===== config.mk =====
export PLATFORM = sky130hd
export DESIGN_NAME = spi_slave
export DESIGN_NICKNAME = d
export VERILOG_FILES = /design/src/rtl/spi_slave.sv
export SDC_FILE = /design/constraint.sdc
export NUM_CORES = 1
export LEC_CHECK = 0
export CAP_MARGIN = 20
export CORE_ASPECT_RATIO = 0.5
export CORE_MARGIN = 2
export CORE_UTILIZATION = 40
export DETAILED_ROUTE_END_ITERATION = 10
export DONT_BUFFER_PORTS = 1
export PLACE_DENSITY = 0.55
export REMOVE_ABC_BUFFERS = 1
export SLEW_MARGIN = 10
export SYNTH_ARGS = -nofsm -noshare
export SYNTH_HDL_FRONTEND = slang
export SYNTH_SLANG_ARGS = --single-unit

===== constraint.sdc =====
create_clock -name clk -period 4.89 [get_ports clk]
set_clock_uncertainty 0.05 [all_clocks]
set_input_delay 1.2225 -clock clk [delete_from_list [all_inputs] [get_ports clk]]
set_output_delay 1.2225 -clock clk [all_outputs]
set_load 0.01 [all_outputs]

===== src/rtl/spi_slave.sv =====
// SPI slave clocked directly by SCLK: deserialises 2-bit-command frames from MOSI
// and, after a read-data command, serialises one word from the memory onto MISO.
module spi_slave #(
    parameter int DATA_W = 8
) (
    input  logic              clk,
    input  logic              rst_n,
    input  logic              SS_n,
    input  logic              MOSI,
    input  logic [DATA_W-1:0] tx_data,
    input  logic              tx_valid,
    output logic              MISO,
    output logic [DATA_W+1:0] rx_data,
    output logic              rx_valid
);

    localparam int CNT_W = $clog2(DATA_W + 2);
    localparam logic [CNT_W-1:0] CNT_ZERO    = CNT_W'(0);
    localparam logic [CNT_W-1:0] CNT_ONE     = CNT_W'(1);
    localparam logic [CNT_W-1:0] CNT_LAST_RX = CNT_W'(DATA_W + 1);
    localparam logic [CNT_W-1:0] CNT_LAST_TX = CNT_W'(DATA_W - 1);

    localparam logic [1:0] CMD_WR_ADDR = 2'b00;
    localparam logic [1:0] CMD_WR_DATA = 2'b01;
    localparam logic [1:0] CMD_RD_ADDR = 2'b10;
    localparam logic [1:0] CMD_RD_DATA = 2'b11;

    typedef enum logic [3:0] {
        IDLE      = 4'd0,
        CHK_CMD   = 4'd1,
        WRITE     = 4'd2,
        READ_ADD  = 4'd3,
        READ_DATA = 4'd4,
        TX_GAP    = 4'd5,
        WAIT_TX   = 4'd6,
        SEND      = 4'd7,
        HOLD      = 4'd8
    } state_t;

    state_t                state_r,        state_s;
    logic [CNT_W-1:0]      cnt_r,          cnt_s;
    logic [DATA_W:0]       rx_shift_r,     rx_shift_s;
    logic [DATA_W-1:0]     tx_shift_r,     tx_shift_s;
    logic                  miso_r,         miso_s;
    logic [DATA_W+1:0]     rx_data_r,      rx_data_s;
    logic                  rx_valid_r,     rx_valid_s;
    logic                  rd_addr_seen_r, rd_addr_seen_s;
    logic [DATA_W+1:0]     frame_s;

    function automatic logic [1:0] frame_cmd(input logic [DATA_W+1:0] frame);
        return frame[DATA_W+1:DATA_W];
    endfunction

    // The read-address flag survives SS_n deassertion; only a completed frame moves it.
    function automatic logic next_rd_addr_seen(input logic [1:0] cmd, input logic cur);
        logic nxt;
        case (cmd)
            CMD_RD_ADDR: nxt = 1'b1;
            CMD_RD_DATA: nxt = 1'b0;
            CMD_WR_ADDR: nxt = cur;
            CMD_WR_DATA: nxt = cur;
            default:     nxt = cur;
        endcase
        return nxt;
    endfunction

    // State, counter, shift registers and registered outputs.
    always_ff @(posedge clk or negedge rst_n) begin
        if (!rst_n) begin
            state_r        <= IDLE;
            cnt_r          <= CNT_ZERO;
            rx_shift_r     <= {(DATA_W+1){1'b0}};
            tx_shift_r     <= {DATA_W{1'b0}};
            miso_r         <= 1'b0;
            rx_data_r      <= {(DATA_W+2){1'b0}};
            rx_valid_r     <= 1'b0;
            rd_addr_seen_r <= 1'b0;
        end else begin
            state_r        <= state_s;
            cnt_r          <= cnt_s;
            rx_shift_r     <= rx_shift_s;
            tx_shift_r     <= tx_shift_s;
            miso_r         <= miso_s;
            rx_data_r      <= rx_data_s;
            rx_valid_r     <= rx_valid_s;
            rd_addr_seen_r <= rd_addr_seen_s;
        end
    end

    // Next-state and next-output decode; SS_n high outside IDLE overrides everything.
    always_comb begin
        state_s        = state_r;
        cnt_s          = cnt_r;
        rx_shift_s     = rx_shift_r;
        tx_shift_s     = tx_shift_r;
        miso_s         = 1'b0;
        rx_data_s      = rx_data_r;
        rx_valid_s     = 1'b0;
        rd_addr_seen_s = rd_addr_seen_r;
        frame_s        = {rx_shift_r, MOSI};

        if ((state_r != IDLE) && SS_n) begin
            state_s    = IDLE;
            cnt_s      = CNT_ZERO;
            rx_shift_s = {(DATA_W+1){1'b0}};
            tx_shift_s = {DATA_W{1'b0}};
        end else begin
            case (state_r)
                IDLE: begin
                    cnt_s = CNT_ZERO;
                    if (!SS_n) begin
                        state_s = CHK_CMD;
                    end else begin
                        state_s = IDLE;
                    end
                end
                CHK_CMD: begin
                    rx_shift_s = {rx_shift_r[DATA_W-1:0], MOSI};
                    cnt_s      = CNT_ONE;
                    if (!MOSI) begin
                        state_s = WRITE;
                    end else if (rd_addr_seen_r) begin
                        state_s = READ_DATA;
                    end else begin
                        state_s = READ_ADD;
                    end
                end
                WRITE, READ_ADD, READ_DATA: begin
                    if (cnt_r == CNT_LAST_RX) begin
                        rx_data_s      = frame_s;
                        rx_valid_s     = 1'b1;
                        cnt_s          = CNT_ZERO;
                        rx_shift_s     = {(DATA_W+1){1'b0}};
                        rd_addr_seen_s = next_rd_addr_seen(frame_cmd(frame_s), rd_addr_seen_r);
                        if (frame_cmd(frame_s) == CMD_RD_DATA) begin
                            state_s = TX_GAP;
                        end else begin
                            state_s = HOLD;
                        end
                    end else begin
                        rx_shift_s = {rx_shift_r[DATA_W-1:0], MOSI};
                        cnt_s      = cnt_r + CNT_ONE;
                    end
                end
                // One dead cycle so a tx_valid left over from before the frame is never taken.
                TX_GAP: begin
                    state_s = WAIT_TX;
                end
                WAIT_TX: begin
                    if (tx_valid) begin
                        tx_shift_s = {tx_data[DATA_W-2:0], 1'b0};
                        miso_s     = tx_data[DATA_W-1];
                        cnt_s      = CNT_ZERO;
                        state_s    = SEND;
                    end else begin
                        state_s = WAIT_TX;
                    end
                end
                SEND: begin
                    if (cnt_r == CNT_LAST_TX) begin
                        cnt_s      = CNT_ZERO;
                        tx_shift_s = {DATA_W{1'b0}};
                        state_s    = HOLD;
                    end else begin
                        miso_s     = tx_shift_r[DATA_W-1];
                        tx_shift_s = {tx_shift_r[DATA_W-2:0], 1'b0};
                        cnt_s      = cnt_r + CNT_ONE;
                    end
                end
                HOLD: begin
                    state_s = HOLD;
                end
                default: begin
                    state_s    = IDLE;
                    cnt_s      = CNT_ZERO;
                    rx_shift_s = {(DATA_W+1){1'b0}};
                    tx_shift_s = {DATA_W{1'b0}};
                end
            endcase
        end
    end

    assign MISO     = miso_r;
    assign rx_data  = rx_data_r;
    assign rx_valid = rx_valid_r;

endmodule


After elaboration in Yosys (flattened, before gate mapping)
Index checks and enable logic that the tools add are counted.

word-level totals
  input port bits = 13
  memories = 0
  word-level logic and storage cells = 73
  bits in registers = 38
  latch bits = 0
  bits in read-only memories = 0
  RAM bits = 0

cells by class
  reduce and logical (&&, ||, !) cells = 14
  $mul = 0
  eq/ne operators = 19
  add/sub/neg operators = 1
  order comparisons = 0
  divide/modulo/power cells = 0
  multiplexer cells = 29
  shift-type cells = 0
  bitwise logic cells = 2

operators by type and width
  cell                                                                    number
  4-bit two-way mux                                                       8
  4-bit case mux with 7 select lines                                      1
  9-bit case mux with 3 select lines                                      1
  8-bit two-way mux                                                       3
  8-bit case mux with 3 select lines                                      1
  4-bit by 3-bit equality test with 1-bit output (second input constant)  5
  4-bit case mux with 5 select lines                                      1
  9-bit two-way mux                                                       2
  3-bit != test (second input constant)                                   3
  4-bit by 2-bit equality test with 1-bit output (second input constant)  2
  4-bit equality test (second input constant)                             2
  1-bit two-way mux                                                       8
  7-bit OR reduction                                                      1
  3-bit two-way mux                                                       2
  2-bit by 1-bit != test with 1-bit output (second input constant)        3
  2-bit AND reduction                                                     3
  5-bit OR reduction                                                      1
  4-bit by 1-bit adder with 4-bit output (second input constant)          1
  2-bit equality test (second input constant)                             2
  4-bit by 1-bit equality test with 1-bit output (second input constant)  1
  4-bit logical NOT                                                       1
  1-bit case mux with 2 select lines                                      2
  4-bit AND reduction                                                     1
  4-bit nonzero test                                                      1
  7 further kinds                                                         9

Depth between registers and ports, before layout
  depth after elaboration = 5
  mapped depth = 8
  depth with buffers taken out = 7

Worst setup path before layout
No wires, ideal clock.

  kind = input to register
  start = input SS_n
  end = register tx_shift_r[2]
  path slack = 2.449 ns
  stages = 6
  arrival = 2.266 ns
  buffers on the path = 2
  path through = buf_6 > or2_1 > buf_6 > o22ai_4 > a22oi_4 > mux2_4

on the way
  cells in the longest elaborated chain, start to end = 3

RTL lines
  element                                                                                     RTL line  text
  start, declared                                                                             8         input logic SS_n,
  1-bit logical AND *                                                                         102       if ((state_r != IDLE) && SS_n) begin
  3-bit != test (no source line) or 2-bit by 1-bit != test with 1-bit output (tied branches)  -
  2-bit AND reduction (no source line)                                                        -
  end signal, assigned                                                                        73        tx_shift_r <= {DATA_W{1'b0}};
  end signal, assigned                                                                        82        tx_shift_r <= tx_shift_s;
  end, declared                                                                               43        logic [DATA_W-1:0] tx_shift_r, tx_shift_s;

Every way passes the cells marked *; elsewhere a longest branch is shown, timed or not.
A chain may end at the register's enable or synchronous reset.

Worst setup path after layout
  start = register state_r[1]
  end = register rx_data_r[9], in the netlist rx_data[9]

on the way
  cells in the longest elaborated chain, start to end = 4

RTL lines
  element                                                                                 RTL line  text
  start, declared                                                                         40        state_t state_r, state_s;
  start signal, assigned                                                                  79        state_r <= state_s;
  branches (longest 3 deep; another with 4-bit by 2-bit equality test with 1-bit output)  -
  3-bit AND reduction (no source line) *                                                  -
  end signal, assigned                                                                    75        rx_data_r <= {(DATA_W+2){1'b0}};
  end signal, assigned                                                                    84        rx_data_r <= rx_data_s;
  end, declared                                                                           45        logic [DATA_W+1:0] rx_data_r, rx_data_s;

Every way passes the cells marked *.

==> flow_metrics.py <==
metrics = {
    "cts": {
        "cts_tree": "done",
        "cts-resized-gates": 0,
        "worstSkewPairLatency_ps": 280,
        "clockBufferDepth": 2,
        "clkSinkCount": 37,
        "hold_buffers": 0,
        "post-cts-setup-buffer-count": 0,
        "cts_made_buffers": 5,
        "clk_pin_slew_ps": 70,
        "htreeDepth": 2,
        "cts_root_buf": "clkbuf_8",
    },
    "timing": {
        "hold_viol": 0,
        "setup_viol": 0,
        "rsz0062_at_grt": "false",
        "period_share": 0.562,
        "post-route-min-period_ps": 2750,
        "fmax_mhz": 364,
        "setup_tns_ps": 0,
        "slew_viol_final": 0,
        "relSlewSlack": 0.433,
        "worst_pin_slew_ps": 847,
    },
    "routing": {
        "wirelength_mm": 4.29,
        "drtPass1Iterations": 4,
        "dr_wl_met2_mm": 1.94,
        "wl_met1_mm": 2.15,
        "drt-wirelength-per-cell_um": 16.3,
        "top_layer": "met4",
        "route.met3.wl_um": 176,
        "drcViolationCount": 0,
        "num_vias": 1435,
        "final_antenna_net_count": 0,
        "drt_iter0_drc": 74,
        "via_per_inst": 5.44,
    },
    "min_path": {
        "hold_class": "flop to flop",
        "whs_path_depth": 2,
    },
    "place": {
        "gp_congestion": 0.829,
        "numPortBuffers": 0,
        "hpwlAfterDp_mm": 2.98,
    },
    "pwr": {
        "power.total_mw": 0.905,
        "pwr-share-seq": 0.445,
        "combPwrFrac": 0.311,
        "p_sw_mw": 0.340,
        "switching_share": 0.376,
        "power.internal_mw": 0.564,
        "clkPwrFrac": 0.244,
        "p_per_area_nw_per_um2": 425,
        "leakage_nw": 0.950,
        "vdd_drop_max_mv": 0.175,
    },
    "grt": {
        "grt_pass1_vias": 1451,
        "antenna_found_initial": 0,
        "grt_max_degree": 38,
        "grt_usage": 0.161,
        "grt_first_pass_wirelength_mm": 7.12,
        "grt_overflow": 0,
    },
    "layout": {
        "drive_above_1_share": 0.144,
        "fin_nets": 209,
        "num_antenna_cells": 0,
        "areaGrowthSynthToFinish_pct": 3.84,
    },
    "floorplan": {
        "row_count": 18,
        "num_io_pins": 25,
        "dieArea_um2": 5750,
        "initial_core_util": 0.416,
        "die_x_um": 105,
        "die_h_um": 54.6,
        "core_area_um2": 4930,
    },
    "synthesis": {
        "synth-compound-area-share": 0.229,
        "synthArstFlopShare": 1.00,
        "muxShareOfSynthArea": 0.0537,
        "seq_area_frac_synth": 0.451,
        "ys_ff_latch": 37,
        "synthXorXnorAreaFrac": 0,
        "synth_area_um2": 2050,
        "yosysWarnings": 0,
        "yosysUniqueCellTypes": 53,
        "synth_simple_gate_area_frac": 0.184,
        "synthAdderAreaFrac": 0.0122,
        "synth_top_family_by_area": "compound AO/OA/AOI/OAI gates",
        "syn_inst": 197,
        "avgSynthCellArea_um2": 10.4,
        "synthFlopType": "dfrtp_1",
        "synth_edf_count": 0,
    },
    "setup_path": {
        "setup.worst_path.end_class": "flop",
        "cp-start-kind": "flop",
        "worstPathArrival_ps": 2870,
        "path_class": "flop to flop",
        "required_ps": 5010,
        "critPathMaxFanout": 23,
        "reg2reg_depth": 5,
    },
    "run_status": {
        "run_status": "completed",
    },
    "job": {
        "cap_viol_max_count": 0,
    },
}
critical path, stage by stage, from the launching register on:
cell and delay (ps):
dfrtp_1 860, nor3b_1 180, o211ai_1 730, inv_1 360, and2_1 290, a21o_1 150
cells in the mapped netlist, drive strengths merged, types with 2 or more instances:
library cell  number  share of area
buf                9          0.041
o21ai              4         0.0098
o211ai             4          0.015
nand3              3         0.0073
a21o               2         0.0073
a22oi              2          0.014
and3               2         0.0061
inv               12          0.022
or3                3         0.0091
o22ai              2          0.013
and2               2         0.0061
nand2b             4          0.012
o2111ai            2         0.0085
dfrtp             37           0.45
o221ai             3          0.013
nor2              10          0.020
mux2               6          0.044
a21oi             11          0.029
mux2i              2         0.0098
nand4bb            2          0.013
ha                 2          0.012
nand3b             2         0.0073
nand2             37          0.068
a22o              15          0.067
or3b               2         0.0085
nor3b              2         0.0098
worst paths after layout:
check / startpoint / end / slack [ps]
worst max-delay path: state_r[1]$_DFFE_PN0P_ / rx_data[9]$_DFFE_PN0P_ / 2140
worst min-delay path: rx_shift_r[1]$_DFFE_PN0P_ / rx_data[2]$_DFFE_PN0P_ / 470
worst max register to register: state_r[1]$_DFFE_PN0P_ / rx_data[9]$_DFFE_PN0P_ / 2140
worst min register to register: rx_shift_r[1]$_DFFE_PN0P_ / rx_data[2]$_DFFE_PN0P_ / 470
max in group asynchronous: rst_n / rd_addr_seen_r$_DFFE_PN0P_ / 4130
min in group asynchronous: rst_n / cnt_r[3]$_DFFE_PN0P_ / 580
placed cells by master, fill, tap and decap left out, types with 4 or more instances in the layout:
cell type / netlist / routed
a22o_2: 5 / 5
a22o_1: 10 / 10
mux2_4: 6 / 6
dfrtp_1: 37 / 37
nand2_1: 37 / 37
a21oi_1: 10 / 10
inv_1: 11 / 11
nor2_1: 9 / 9
o211ai_1: 4 / 4
clkbuf_8: 1 / 6
nand2b_1: 4 / 4
per-stage QoR:
step	setup WS [ps]	instance area, um^2	hold slack (ps)	cells	utilization
floorplan	2370	1950	412	187	-
global placement	2040	2040	440	257	0.414
finish	2140	2130	471	264	0.432
CTS	2150	2130	464	264	0.432
detailed placement	1960	2040	445	257	0.414
global route	1940	2130	490	264	0.432
cell families (layout without fill, tap and decap cells):
family / count (synthesis) / in the layout
buffers and inverters: 22 / 19
multiplexers: 8 / 8
AO/OA/AOI/OAI: 54 / 54
flip-flops: 37 / 37
AND/OR/NAND/NOR: 74 / 74
adder cells (fa/ha/maj): 2 / 2
flip-flops by register name, indices dropped and copies added (netlist names):
signal / cells
tx_shift_r: 7
rd_addr_seen_r: 1
cnt_r: 4
rx_valid: 1
rx_data: 10
rx_shift_r: 9
MISO: 1
state_r: 4
cell type report:
type / instances / area, um^2
inverters: 12 / 45.0
well taps: 70 / 87.6
clock buffers: 6 / 82.6
fillers: 466 / 2800
multi-input cells: 138 / 982
clock inverters: 1 / 7.51
flip-flops and latches: 37 / 926
power groups by stage:
stage / Sequential (mW) / Clock (mW) / Combinational [mW]
floorplan: 0.388 / 0 / 0.232
global placement: 0.407 / 0 / 0.278
detailed placement: 0.407 / 0 / 0.281
CTS: 0.401 / 0.227 / 0.283
global route: 0.409 / 0.241 / 0.316
finish: 0.403 / 0.221 / 0.281
layer usage:
| layer | vias to the layer above | track usage |
|---|---|---|
| met4 | 0 | 0.0533 |
| met5 | - | 0 |
| met3 | 2 | 0.0524 |
| li1 | 700 | - |
| met1 | 705 | 0.205 |
| met2 | 28 | 0.263 |
(Power assumes the default switching activity.)
